$ cat src/rtl/motor_pwm_rampa_if.sv
// Signal bundle between the ramp-start FSM (master) and the PWM ramp stage (slave).
// fsm_state is a debug view of the slave's internal state.
interface motor_pwm_rampa_if;
  // Level-only link: sel_* are plain levels sampled every clk, with no valid/ready.
  // Outputs are registered levels that are meaningful on every cycle.
  logic       sel_30;
  logic       sel_50;
  logic       sel_100;
  logic       pwm_out;
  logic [6:0] duty_actual;
  logic       at_target;
  logic       fault;
  logic [1:0] fsm_state;

  modport master (
    output sel_30, sel_50, sel_100,
    input  pwm_out, duty_actual, at_target, fault, fsm_state
  );

  modport slave (
    input  sel_30, sel_50, sel_100,
    output pwm_out, duty_actual, at_target, fault, fsm_state
  );
endinterface

$ cat src/rtl/motor_pwm_rampa.sv
// PWM motor drive whose duty slews in STEP-% increments toward the one-hot requested level.
// Build option: define PWM_SOFT_STOP_EN to ramp down to 0 instead of stopping hard.
module motor_pwm_rampa #(
    parameter int PRESCALE     = 4,
    parameter int RAMP_PERIODS = 8,
    parameter int STEP         = 1
) (
    input  logic               clk,
    input  logic               reset,
    motor_pwm_rampa_if.slave   bus
);

    localparam logic [1:0] S_IDLE      = 2'd0;
    localparam logic [1:0] S_RAMP_UP   = 2'd1;
    localparam logic [1:0] S_RAMP_DOWN = 2'd2;
    localparam logic [1:0] S_HOLD      = 2'd3;

    localparam int PW = (PRESCALE > 1) ? $clog2(PRESCALE) : 1;
    localparam int RW = (RAMP_PERIODS > 1) ? $clog2(RAMP_PERIODS) : 1;
    localparam logic [7:0] STEP8 = 8'(STEP);
    localparam logic [6:0] STEP7 = 7'(STEP);

    logic [2:0]    sel_r;
    logic          multi_hot;
    logic [6:0]    target;
    logic [PW-1:0] pre_cnt;
    logic          tick;
    logic [6:0]    pwm_cnt;
    logic          boundary;
    logic [RW-1:0] ramp_cnt, ramp_n;
    logic          step_due;
    logic [1:0]    state, state_n, settle;
    logic [6:0]    duty, duty_n;
    logic [7:0]    up_sum, dn_floor;
    logic [6:0]    up_val, dn_val;
    logic          hard_stop;
    logic          pwm_r, at_target_r, fault_r;

    always_ff @(posedge clk or posedge reset) begin
        if (reset) sel_r <= 3'b000;
        else       sel_r <= {bus.sel_100, bus.sel_50, bus.sel_30};
    end

    assign multi_hot = (sel_r[0] & sel_r[1]) | (sel_r[0] & sel_r[2]) | (sel_r[1] & sel_r[2]);

    always_comb begin
        target = 7'd0;
        if (!multi_hot) begin
            if (sel_r[2])      target = 7'd100;
            else if (sel_r[1]) target = 7'd50;
            else if (sel_r[0]) target = 7'd30;
        end
    end

    assign tick = (pre_cnt == PW'(PRESCALE - 1));

    always_ff @(posedge clk or posedge reset) begin
        if (reset)     pre_cnt <= '0;
        else if (tick) pre_cnt <= '0;
        else           pre_cnt <= pre_cnt + PW'(1);
    end

    always_ff @(posedge clk or posedge reset) begin
        if (reset)     pwm_cnt <= 7'd0;
        else if (tick) pwm_cnt <= (pwm_cnt == 7'd99) ? 7'd0 : pwm_cnt + 7'd1;
    end

    assign boundary = tick && (pwm_cnt == 7'd99);
    assign step_due = boundary && (ramp_cnt == RW'(RAMP_PERIODS - 1));

    // 8-bit sums so neither direction can wrap; both results clamp onto the target.
    assign up_sum   = {1'b0, duty} + STEP8;
    assign up_val   = (up_sum >= {1'b0, target}) ? target : up_sum[6:0];
    assign dn_floor = {1'b0, target} + STEP8;
    assign dn_val   = ({1'b0, duty} <= dn_floor) ? target : duty - STEP7;
    assign settle   = (target == 7'd0) ? S_IDLE : S_HOLD;

`ifdef PWM_SOFT_STOP_EN
    assign hard_stop = 1'b0;
`else
    assign hard_stop = (target == 7'd0);
`endif

    always_comb begin
        state_n = state;
        duty_n  = duty;
        ramp_n  = ramp_cnt;
        if (multi_hot) begin
            // Illegal request: drop the drive at once rather than wait for a boundary.
            state_n = S_IDLE;
            duty_n  = 7'd0;
            ramp_n  = '0;
        end else if (boundary) begin
            if (state != S_IDLE)
                ramp_n = (ramp_cnt == RW'(RAMP_PERIODS - 1)) ? '0 : ramp_cnt + RW'(1);
            case (state)
                S_IDLE: begin
                    duty_n = 7'd0;
                    if (target != 7'd0) state_n = S_RAMP_UP;
                end
                S_RAMP_UP: begin
                    if (target < duty)       state_n = S_RAMP_DOWN;
                    else if (target == duty) state_n = settle;
                    else if (step_due) begin
                        duty_n = up_val;
                        if (up_val == target) state_n = settle;
                    end
                end
                S_RAMP_DOWN: begin
                    if (target > duty)       state_n = S_RAMP_UP;
                    else if (target == duty) state_n = settle;
                    else if (step_due) begin
                        duty_n = dn_val;
                        if (dn_val == target) state_n = settle;
                    end
                end
                default: begin
                    if (target > duty)      state_n = S_RAMP_UP;
                    else if (target < duty) state_n = S_RAMP_DOWN;
                end
            endcase
            if (hard_stop) begin
                state_n = S_IDLE;
                duty_n  = 7'd0;
            end
            if (state_n == S_IDLE) ramp_n = '0;
        end
    end

    always_ff @(posedge clk or posedge reset) begin
        if (reset) begin
            state    <= S_IDLE;
            duty     <= 7'd0;
            ramp_cnt <= '0;
        end else begin
            state    <= state_n;
            duty     <= duty_n;
            ramp_cnt <= ramp_n;
        end
    end

    always_ff @(posedge clk or posedge reset) begin
        if (reset) begin
            pwm_r       <= 1'b0;
            at_target_r <= 1'b0;
            fault_r     <= 1'b0;
        end else begin
            pwm_r       <= (pwm_cnt < duty);
            at_target_r <= (duty == target) && !fault_r;
            fault_r     <= multi_hot;
        end
    end

    assign bus.pwm_out     = pwm_r;
    assign bus.duty_actual = duty;
    assign bus.at_target   = at_target_r;
    assign bus.fault       = fault_r;
    assign bus.fsm_state   = state;

endmodule

$ cat src/flat_wrapper.sv
// flat-port wrapper written by rule: the top's interface ports become plain ports
module motor_pwm_rampa_flat 
#(
    parameter int PRESCALE     = 4,
    parameter int RAMP_PERIODS = 8,
    parameter int STEP         = 1
)
  (clk, reset, bus_sel_30, bus_sel_50, bus_sel_100, bus_pwm_out, bus_duty_actual, bus_at_target, bus_fault, bus_fsm_state);
  motor_pwm_rampa_if bus_i ();
  input  logic clk;
  input  logic reset;
  input wire logic [$bits(bus_i.sel_30)-1:0] bus_sel_30;
  input wire logic [$bits(bus_i.sel_50)-1:0] bus_sel_50;
  input wire logic [$bits(bus_i.sel_100)-1:0] bus_sel_100;
  output wire logic [$bits(bus_i.pwm_out)-1:0] bus_pwm_out;
  output wire logic [$bits(bus_i.duty_actual)-1:0] bus_duty_actual;
  output wire logic [$bits(bus_i.at_target)-1:0] bus_at_target;
  output wire logic [$bits(bus_i.fault)-1:0] bus_fault;
  output wire logic [$bits(bus_i.fsm_state)-1:0] bus_fsm_state;
  assign bus_i.sel_30 = bus_sel_30;
  assign bus_i.sel_50 = bus_sel_50;
  assign bus_i.sel_100 = bus_sel_100;
  assign bus_pwm_out = bus_i.pwm_out;
  assign bus_duty_actual = bus_i.duty_actual;
  assign bus_at_target = bus_i.at_target;
  assign bus_fault = bus_i.fault;
  assign bus_fsm_state = bus_i.fsm_state;
  motor_pwm_rampa #(.PRESCALE(PRESCALE), .RAMP_PERIODS(RAMP_PERIODS), .STEP(STEP)) u_core (.clk(clk), .reset(reset), .bus(bus_i));
endmodule
$ cat config.mk
export PLATFORM = sky130hd
export DESIGN_NAME = motor_pwm_rampa_flat
export DESIGN_NICKNAME = d
export VERILOG_FILES = /design/src/rtl/motor_pwm_rampa_if.sv /design/src/rtl/motor_pwm_rampa.sv /design/src/flat_wrapper.sv
export SDC_FILE = /design/constraint.sdc
export NUM_CORES = 1
export LEC_CHECK = 0
export ABC_CLOCK_PERIOD_IN_PS = 7600
export CAP_MARGIN = 25
export CELL_PAD_IN_SITES_DETAIL_PLACEMENT = 0
export CELL_PAD_IN_SITES_GLOBAL_PLACEMENT = 1
export CORE_UTILIZATION = 40
export DETAILED_ROUTE_END_ITERATION = 10
export GPL_TIMING_DRIVEN = 0
export PLACE_DENSITY_LB_ADDON = 0.05
export SLEW_MARGIN = 20
export SYNTH_ARGS = -nofsm -noshare
export SYNTH_HDL_FRONTEND = slang
export SYNTH_SLANG_ARGS = --single-unit
$ cat constraint.sdc
create_clock -name clk -period 7.6 [get_ports clk]
set_clock_uncertainty 0.2 [all_clocks]
set_input_delay 0.76 -clock clk [delete_from_list [all_inputs] [get_ports clk]]
set_output_delay 0.76 -clock clk [all_outputs]
set_load 0.01 [all_outputs]
* Word level (Yosys, flattened, before mapping)
Index checks and enable logic that the tools add are counted.
** Word-level totals
- Register bits :: 27
- Word-level logic and storage cells :: 94
- Output and inout port bits :: 12
- Input port bits :: 5
** Cells by class
- $lt $le $gt $ge :: 5
- Bitwise operators :: 5
- Eq/ne operators :: 15
- Mux-type cells :: 40
- Reduce and logical (&&, ||, !) cells :: 14
- $add $sub $neg :: 6
** Operators with widths (count)
- two-way mux 7 bit :: 15
- two-way mux 2 bit :: 17
- equality test 7 bit :: 4
- case mux 7 bit (3 select lines) :: 1
- adder 7 x 1 -> 8 bit, second input constant :: 2
- inequality test 4 x 2 -> 1 bit, second input constant :: 4
- two-way mux 3 bit :: 5
- < comparator 7 bit :: 2
- greater-or-equal comparator 8 x 7 -> 1 bit :: 1
- less-or-equal comparator 7 x 8 -> 1 bit :: 1
- inequality test 4 x 1 -> 1 bit, second input constant :: 2
- AND reduction 8 bit :: 1
- adder 7 x 1 -> 7 bit, second input constant :: 1
- equality test 7 bit, second input constant :: 1
- greater-than comparator 7 bit :: 1
- zero test 7 bit :: 1
- nonzero test 7 bit :: 1
- subtractor 7 x 1 -> 7 bit, second input constant :: 1
- case mux 2 bit (3 select lines) :: 1
- two-way mux 5 bit :: 1
- nonzero test 5 bit :: 1
- equality test 2 bit, second input constant :: 2
- zero test 2 bit :: 2
- nonzero test 2 bit :: 2
- other kinds (10) :: 15

* Logic depth before layout (Yosys ltp)
- Word-level depth :: 20
- Mapped depth :: 16
- Depth with buffers taken out :: 13

* Worst setup path before layout
Ideal clock, no wire load.
- Kind :: reg2reg
- Start point :: reg u_core.duty[0] (netlist: u_core.bus.duty_actual[0])
- End point :: reg u_core.ramp_cnt[0]
- Library setup time :: 132 ps
- Arrival time :: 3058 ps
- Stages on the path, launching flop included :: 15
- Path buffers :: 1
- Slack :: 4210 ps
- Required time :: 7268 ps
- Clock period less this slack :: 3390 ps
- Path through :: dfrtp_1 -> buf_2 -> inv_2 -> nor3_2 -> xnor2_1 -> inv_1 -> ha_1 -> a21oi_1 -> nor2b_1 -> a311oi_2 -> o21ai_4 -> o311a_1 -> o311a_4 -> o211ai_2 -> o211ai_1
** Between the ends
- Word-level cells in the longest chain between the ends :: 16
- Elaborated cells between the ends (all ways) :: 31
- Those cells by class :: 2 x add/sub; 4 x order compare; 3 x eq/ne; 19 x mux; 3 x reduce/logical
** Ends and longest elaborated chain
- from (decl) :: RTL line motor_pwm_rampa.sv:33 : logic [6:0] duty, duty_n;
- from (signal assigned) :: RTL line motor_pwm_rampa.sv:137 : duty <= duty_n;
- adder 7 x 1 -> 8 bit :: RTL line motor_pwm_rampa.sv:72 : assign up_sum = {1'b0, duty} + STEP8;
- greater-or-equal comparator 8 x 7 -> 1 bit :: RTL line motor_pwm_rampa.sv:73 : assign up_val = (up_sum >= {1'b0, target}) ? target : up_sum[6:0];
- two-way mux 7 bit :: RTL line motor_pwm_rampa.sv:73
- equality test 7 bit :: RTL line motor_pwm_rampa.sv:106 : if (up_val == target) state_n = settle;
- two-way mux 2 bit :: RTL line motor_pwm_rampa.sv:106
- two-way mux 2 bit :: RTL line motor_pwm_rampa.sv:104 : else if (step_due) begin
- two-way mux 2 bit :: RTL line motor_pwm_rampa.sv:103 : else if (target == duty) state_n = settle;
- two-way mux 2 bit :: RTL line motor_pwm_rampa.sv:102 : if (target < duty) state_n = S_RAMP_DOWN;
- case mux 2 bit (3 select lines) * :: RTL line motor_pwm_rampa.sv:96 : case (state)
- two-way mux 2 bit * :: RTL line motor_pwm_rampa.sv:122 : if (hard_stop) begin
- two-way mux 2 bit * :: RTL line motor_pwm_rampa.sv:93 : end else if (boundary) begin
- two-way mux 2 bit * :: RTL line motor_pwm_rampa.sv:88 : if (multi_hot) begin
- zero test 2 bit * :: RTL line motor_pwm_rampa.sv:126 : if (state_n == S_IDLE) ramp_n = '0;
- two-way mux 3 bit :: RTL line motor_pwm_rampa.sv:126
- two-way mux 3 bit :: RTL line motor_pwm_rampa.sv:93
- two-way mux 3 bit :: RTL line motor_pwm_rampa.sv:88
- to (signal assigned) :: RTL line motor_pwm_rampa.sv:138 : ramp_cnt <= ramp_n;
- to (decl) :: RTL line motor_pwm_rampa.sv:30 : logic [RW-1:0] ramp_cnt, ramp_n;
Every way passes the cells marked *; elsewhere a longest branch is shown, timed or not. The select of a mux whose other input is x is not followed.
A chain may end at the register's enable or synchronous reset.

* Final worst setup path
Same ends and word-level chain as after synthesis.

==> results summary <==
The die boundary width is 81.9 µm. The peak supply drop came out at 97.5 µV. Measured against its own limit, the worst slew margin works out to 0.473. The initial standard-cell utilization of the core is 0.423. The number of remaining DRC errors is 0.

The wire length of the first global-routing pass came out at 10.2 mm. The total number of vias came out at 2142. The number of clock buffers added by TritonCTS is 3. From synthesis to final layout, the design area changed by 12.3%. The routed wire length per instance came out at 16.2 µm. The total of flip-flops plus latches after synthesis is 27. The number of global-route vias before repair came out at 1970. Of the synthesized area, sequential elements account for 0.265. The number of maximum-capacitance constraint violations is 0. Data arrives at the worst endpoint at 3.69 ns. The post-route clock period utilization came out at 0.492. The number of detailed-route iterations in the first pass is 4. The total number of yosys warnings is 0. The later pin in the worst-skew pair is clocked with a latency of 0.27 ns. The total power came out at 0.295 mW.

The ratio of routed vias to standard cells came out at 5.51. In this run the remaining antenna-violating nets after routing total 0. The post-synthesis cell type count came out at 52. The total global routing overflow is 0.

The number of endpoints with negative hold slack in the final report came to 0. The area share of the leading cell type in the synthesized netlist came out at 0.265. The clock period minus final worst setup slack is 3.74 ns. The CTS root buffer is clkbuf_8. Entering global routing, the biggest net connects 18 pins. The I/O pin count is 17. The number of standard-cell rows in the floorplan came out at 28. The number of hold buffers added after CTS is 0. The share of final-layout standard cells stronger than drive strength 1 is 0.0892. The setup path with the least slack is of type reg -> reg. For this design the static power due to leakage is 1.18 nW.

The area of the mapped netlist came out at 0.00255 mm². The power per standard cell area is 103 mW/mm². Clock tree synthesis found a total of 27 sinks.

The run finished with clean final reports. The sum of net half-perimeters after detailed placement came out at 5.14 mm. The prevailing post-synth register cell is dfrtp_1. The switching share of power came out at 0.289. The post-CTS resize count is 0.

In this run the standard cell core region covers 0.00603 mm². The number of nets in the layout is 352. The count of input and output buffers came out at 16. The number of cells produced by synthesis came out at 293.

The worst setup path is captured at a flip-flop. The dominant cell by count in the synthesized netlist is ha_1. A synthesized cell averages 8.71 µm². The class of the worst hold path is reg -> reg. The number of antenna repair diodes is 0. The fraction of power consumed by the clock network came out at 0.272. The fill cell instance count of the final layout came out at 589. TritonCTS built the clock tree. At the pin with the least slew margin, the transition time is 0.784 ns.

The data required time of the worst path is 7.55 ns. The cell taking the most area after synthesis is dfrtp_1. Of the total power, combinational logic draws 0.221. For this run, the top clock speed supported by timing is 267 MHz. The die area is 0.00670 mm². The net count after synthesis is 330. The count of buffers added by post-CTS timing repair for setup came out at 0.

Summed over all failing endpoints, the final setup total negative slack is 0 ns. The global router's overall resource usage is 0.203. The count of pins over their slew limit was 0. The worst setup path is launched from a flip-flop. The maximum root-to-sink buffer count is 2.

The async set or reset register ratio after synthesis came out at 1.00. By area the synthesized netlist is led by dfrtp_1 26%, ha_1 15%, xnor2_1 8.2%, nand2_1 4.1%, mux2i_1 3.1%. The internal power component came out at 0.210 mW. The first routing iteration left 155 violations.

The deepest level of the CTS H-tree is 1. The sum of routed wire length over all layers is 6.31 mm. The number of synthesized flops with an enable pin came out at 0.

The final estimated routing congestion in global placement came out at 0.883. In this run the power spent charging and discharging nets is 0.0851 mW. The final number of setup-violating endpoints is 0. The height of the chip came out at 81.9 µm. The clock transition at the register clock pins on the worst setup and hold paths after CTS is 0.09 ns.

The number of antenna violations at the first check in global routing is 0. Of the total power, registers draw 0.506. Ranked by instance count, the synthesized netlist is headed by 31 x ha_1, 28 x nand2_1, 27 x dfrtp_1. Setup repair after global routing left no endpoint under its margin. The highest net fanout along the worst path came out at 9.
cells in the final DEF (no fill, tap or decap), types with 3 or more instances in the layout:
| master | netlist | final |
|---|---|---|
| buf_2 | 5 | 5 |
| dfrtp_1 | 27 | 27 |
| nor3_1 | 5 | 5 |
| o21ai_0 | 11 | 11 |
| nor2_1 | 18 | 18 |
| a21oi_1 | 13 | 13 |
| inv_2 | 3 | 3 |
| nand2_1 | 28 | 28 |
| xnor2_1 | 24 | 24 |
| mux2i_1 | 8 | 8 |
| ha_1 | 31 | 31 |
| clkbuf_8 | 0 | 3 |
| clkdlybuf4s50_1 | 0 | 16 |
| o22ai_1 | 9 | 9 |
| nor2b_1 | 4 | 4 |
| a22oi_1 | 3 | 3 |
| nand4_1 | 6 | 6 |
| nor2_2 | 3 | 3 |
| inv_1 | 20 | 20 |
| nand2b_1 | 5 | 5 |
| clkbuf_1 | 5 | 6 |
| nand3_1 | 14 | 14 |
| a22o_1 | 4 | 4 |
| o211ai_1 | 4 | 4 |
| a21o_1 | 8 | 8 |
worst max-delay path, stage by stage (launching register included):
cell	delay [ns]
dfrtp_1	0.44
buf_2	0.25
inv_2	0.13
nor3_2	0.29
xnor2_1	0.22
inv_1	0.08
ha_1	0.29
a21oi_1	0.15
nor2b_1	0.07
a311oi_2	0.31
o21ai_4	0.19
o311a_1	0.38
o311a_4	0.33
nor2_2	0.17
o211ai_1	0.11
path summary, 6_finish.rpt:
| kind | startpoint | endpoint | slack, ns | cells after the start |
|---|---|---|---|---|
| hold reg to reg | u_core.bus.fault | u_core.bus.at_target | 0.22 | 1 |
| setup reg to reg | u_core.bus.duty_actual[0] | u_core.ramp_cnt[0] | 3.86 | 14 |
| min in group asynchronous | reset | u_core.sel_r[1] | 0.69 | 2 |
| max in group asynchronous | reset | u_core.bus.duty_actual[0] | 6.00 | 3 |
| hold / removal | u_core.bus.fault | u_core.bus.at_target | 0.22 | 1 |
| setup / recovery | u_core.bus.duty_actual[0] | u_core.ramp_cnt[0] | 3.86 | 14 |
power groups by stage:
stage,Combinational [mW],Sequential (mW),Clock (mW)
floorplan,0.0479,0.152,0
global placement,0.0650,0.152,0
detailed placement,0.0658,0.152,0
CTS,0.0661,0.149,0.0843
global route,0.0737,0.150,0.0892
finish,0.0653,0.149,0.0802
routing by layer:
metal	global-route usage	routed length [µm]
met4	0.0491	49
met3	0.0100	151
met2	0.332	2990
met1	0.292	3120
met5	0	0
metrics by stage:
stage          hold WS [ns]  std cells  setup slack, ns  cell area [µm²]  utilization
3_5_place_dp          0.215        385             3.84             2820        0.468
3_3_place_gp          0.209        384             3.87             2810        0.466
5_1_grt               0.248        389             3.59             2870        0.475
4_1_cts               0.228        389             3.82             2870        0.475
6_report              0.224        389             3.86             2870        0.475
2_1_floorplan         0.203        293             4.21             2550            -
state kept, by name (all words and copies together) (netlist names):
name	count
u_core.bus.at_target	1
u_core.bus.duty_actual	7
u_core.bus.fault	1
u_core.bus.fsm_state	2
u_core.bus.pwm_out	1
u_core.pre_cnt	2
u_core.pwm_cnt	7
u_core.ramp_cnt	3
u_core.sel_r	3
area by class of cell:
type | instances | area, µm² | share of cell area
tap | 75 | 93.8 | 0.0328
inverter | 23 | 86.3 | 0.0301
buffer | 10 | 43.8 | 0.0153
clock buffer | 4 | 45.0 | 0.0157
sequential | 27 | 676 | 0.236
multi-input combinational | 233 | 1750 | 0.609
timing repair buffer | 17 | 175 | 0.0611
logic make-up after synthesis:
family / synth area share
simple gates: 0.183
buf+inv: 0.0510
fa+ha+maj: 0.160
xor+xnor: 0.0893
mux: 0.0314
flops: 0.265
compound gates: 0.221
(Power assumes the default switching activity.)
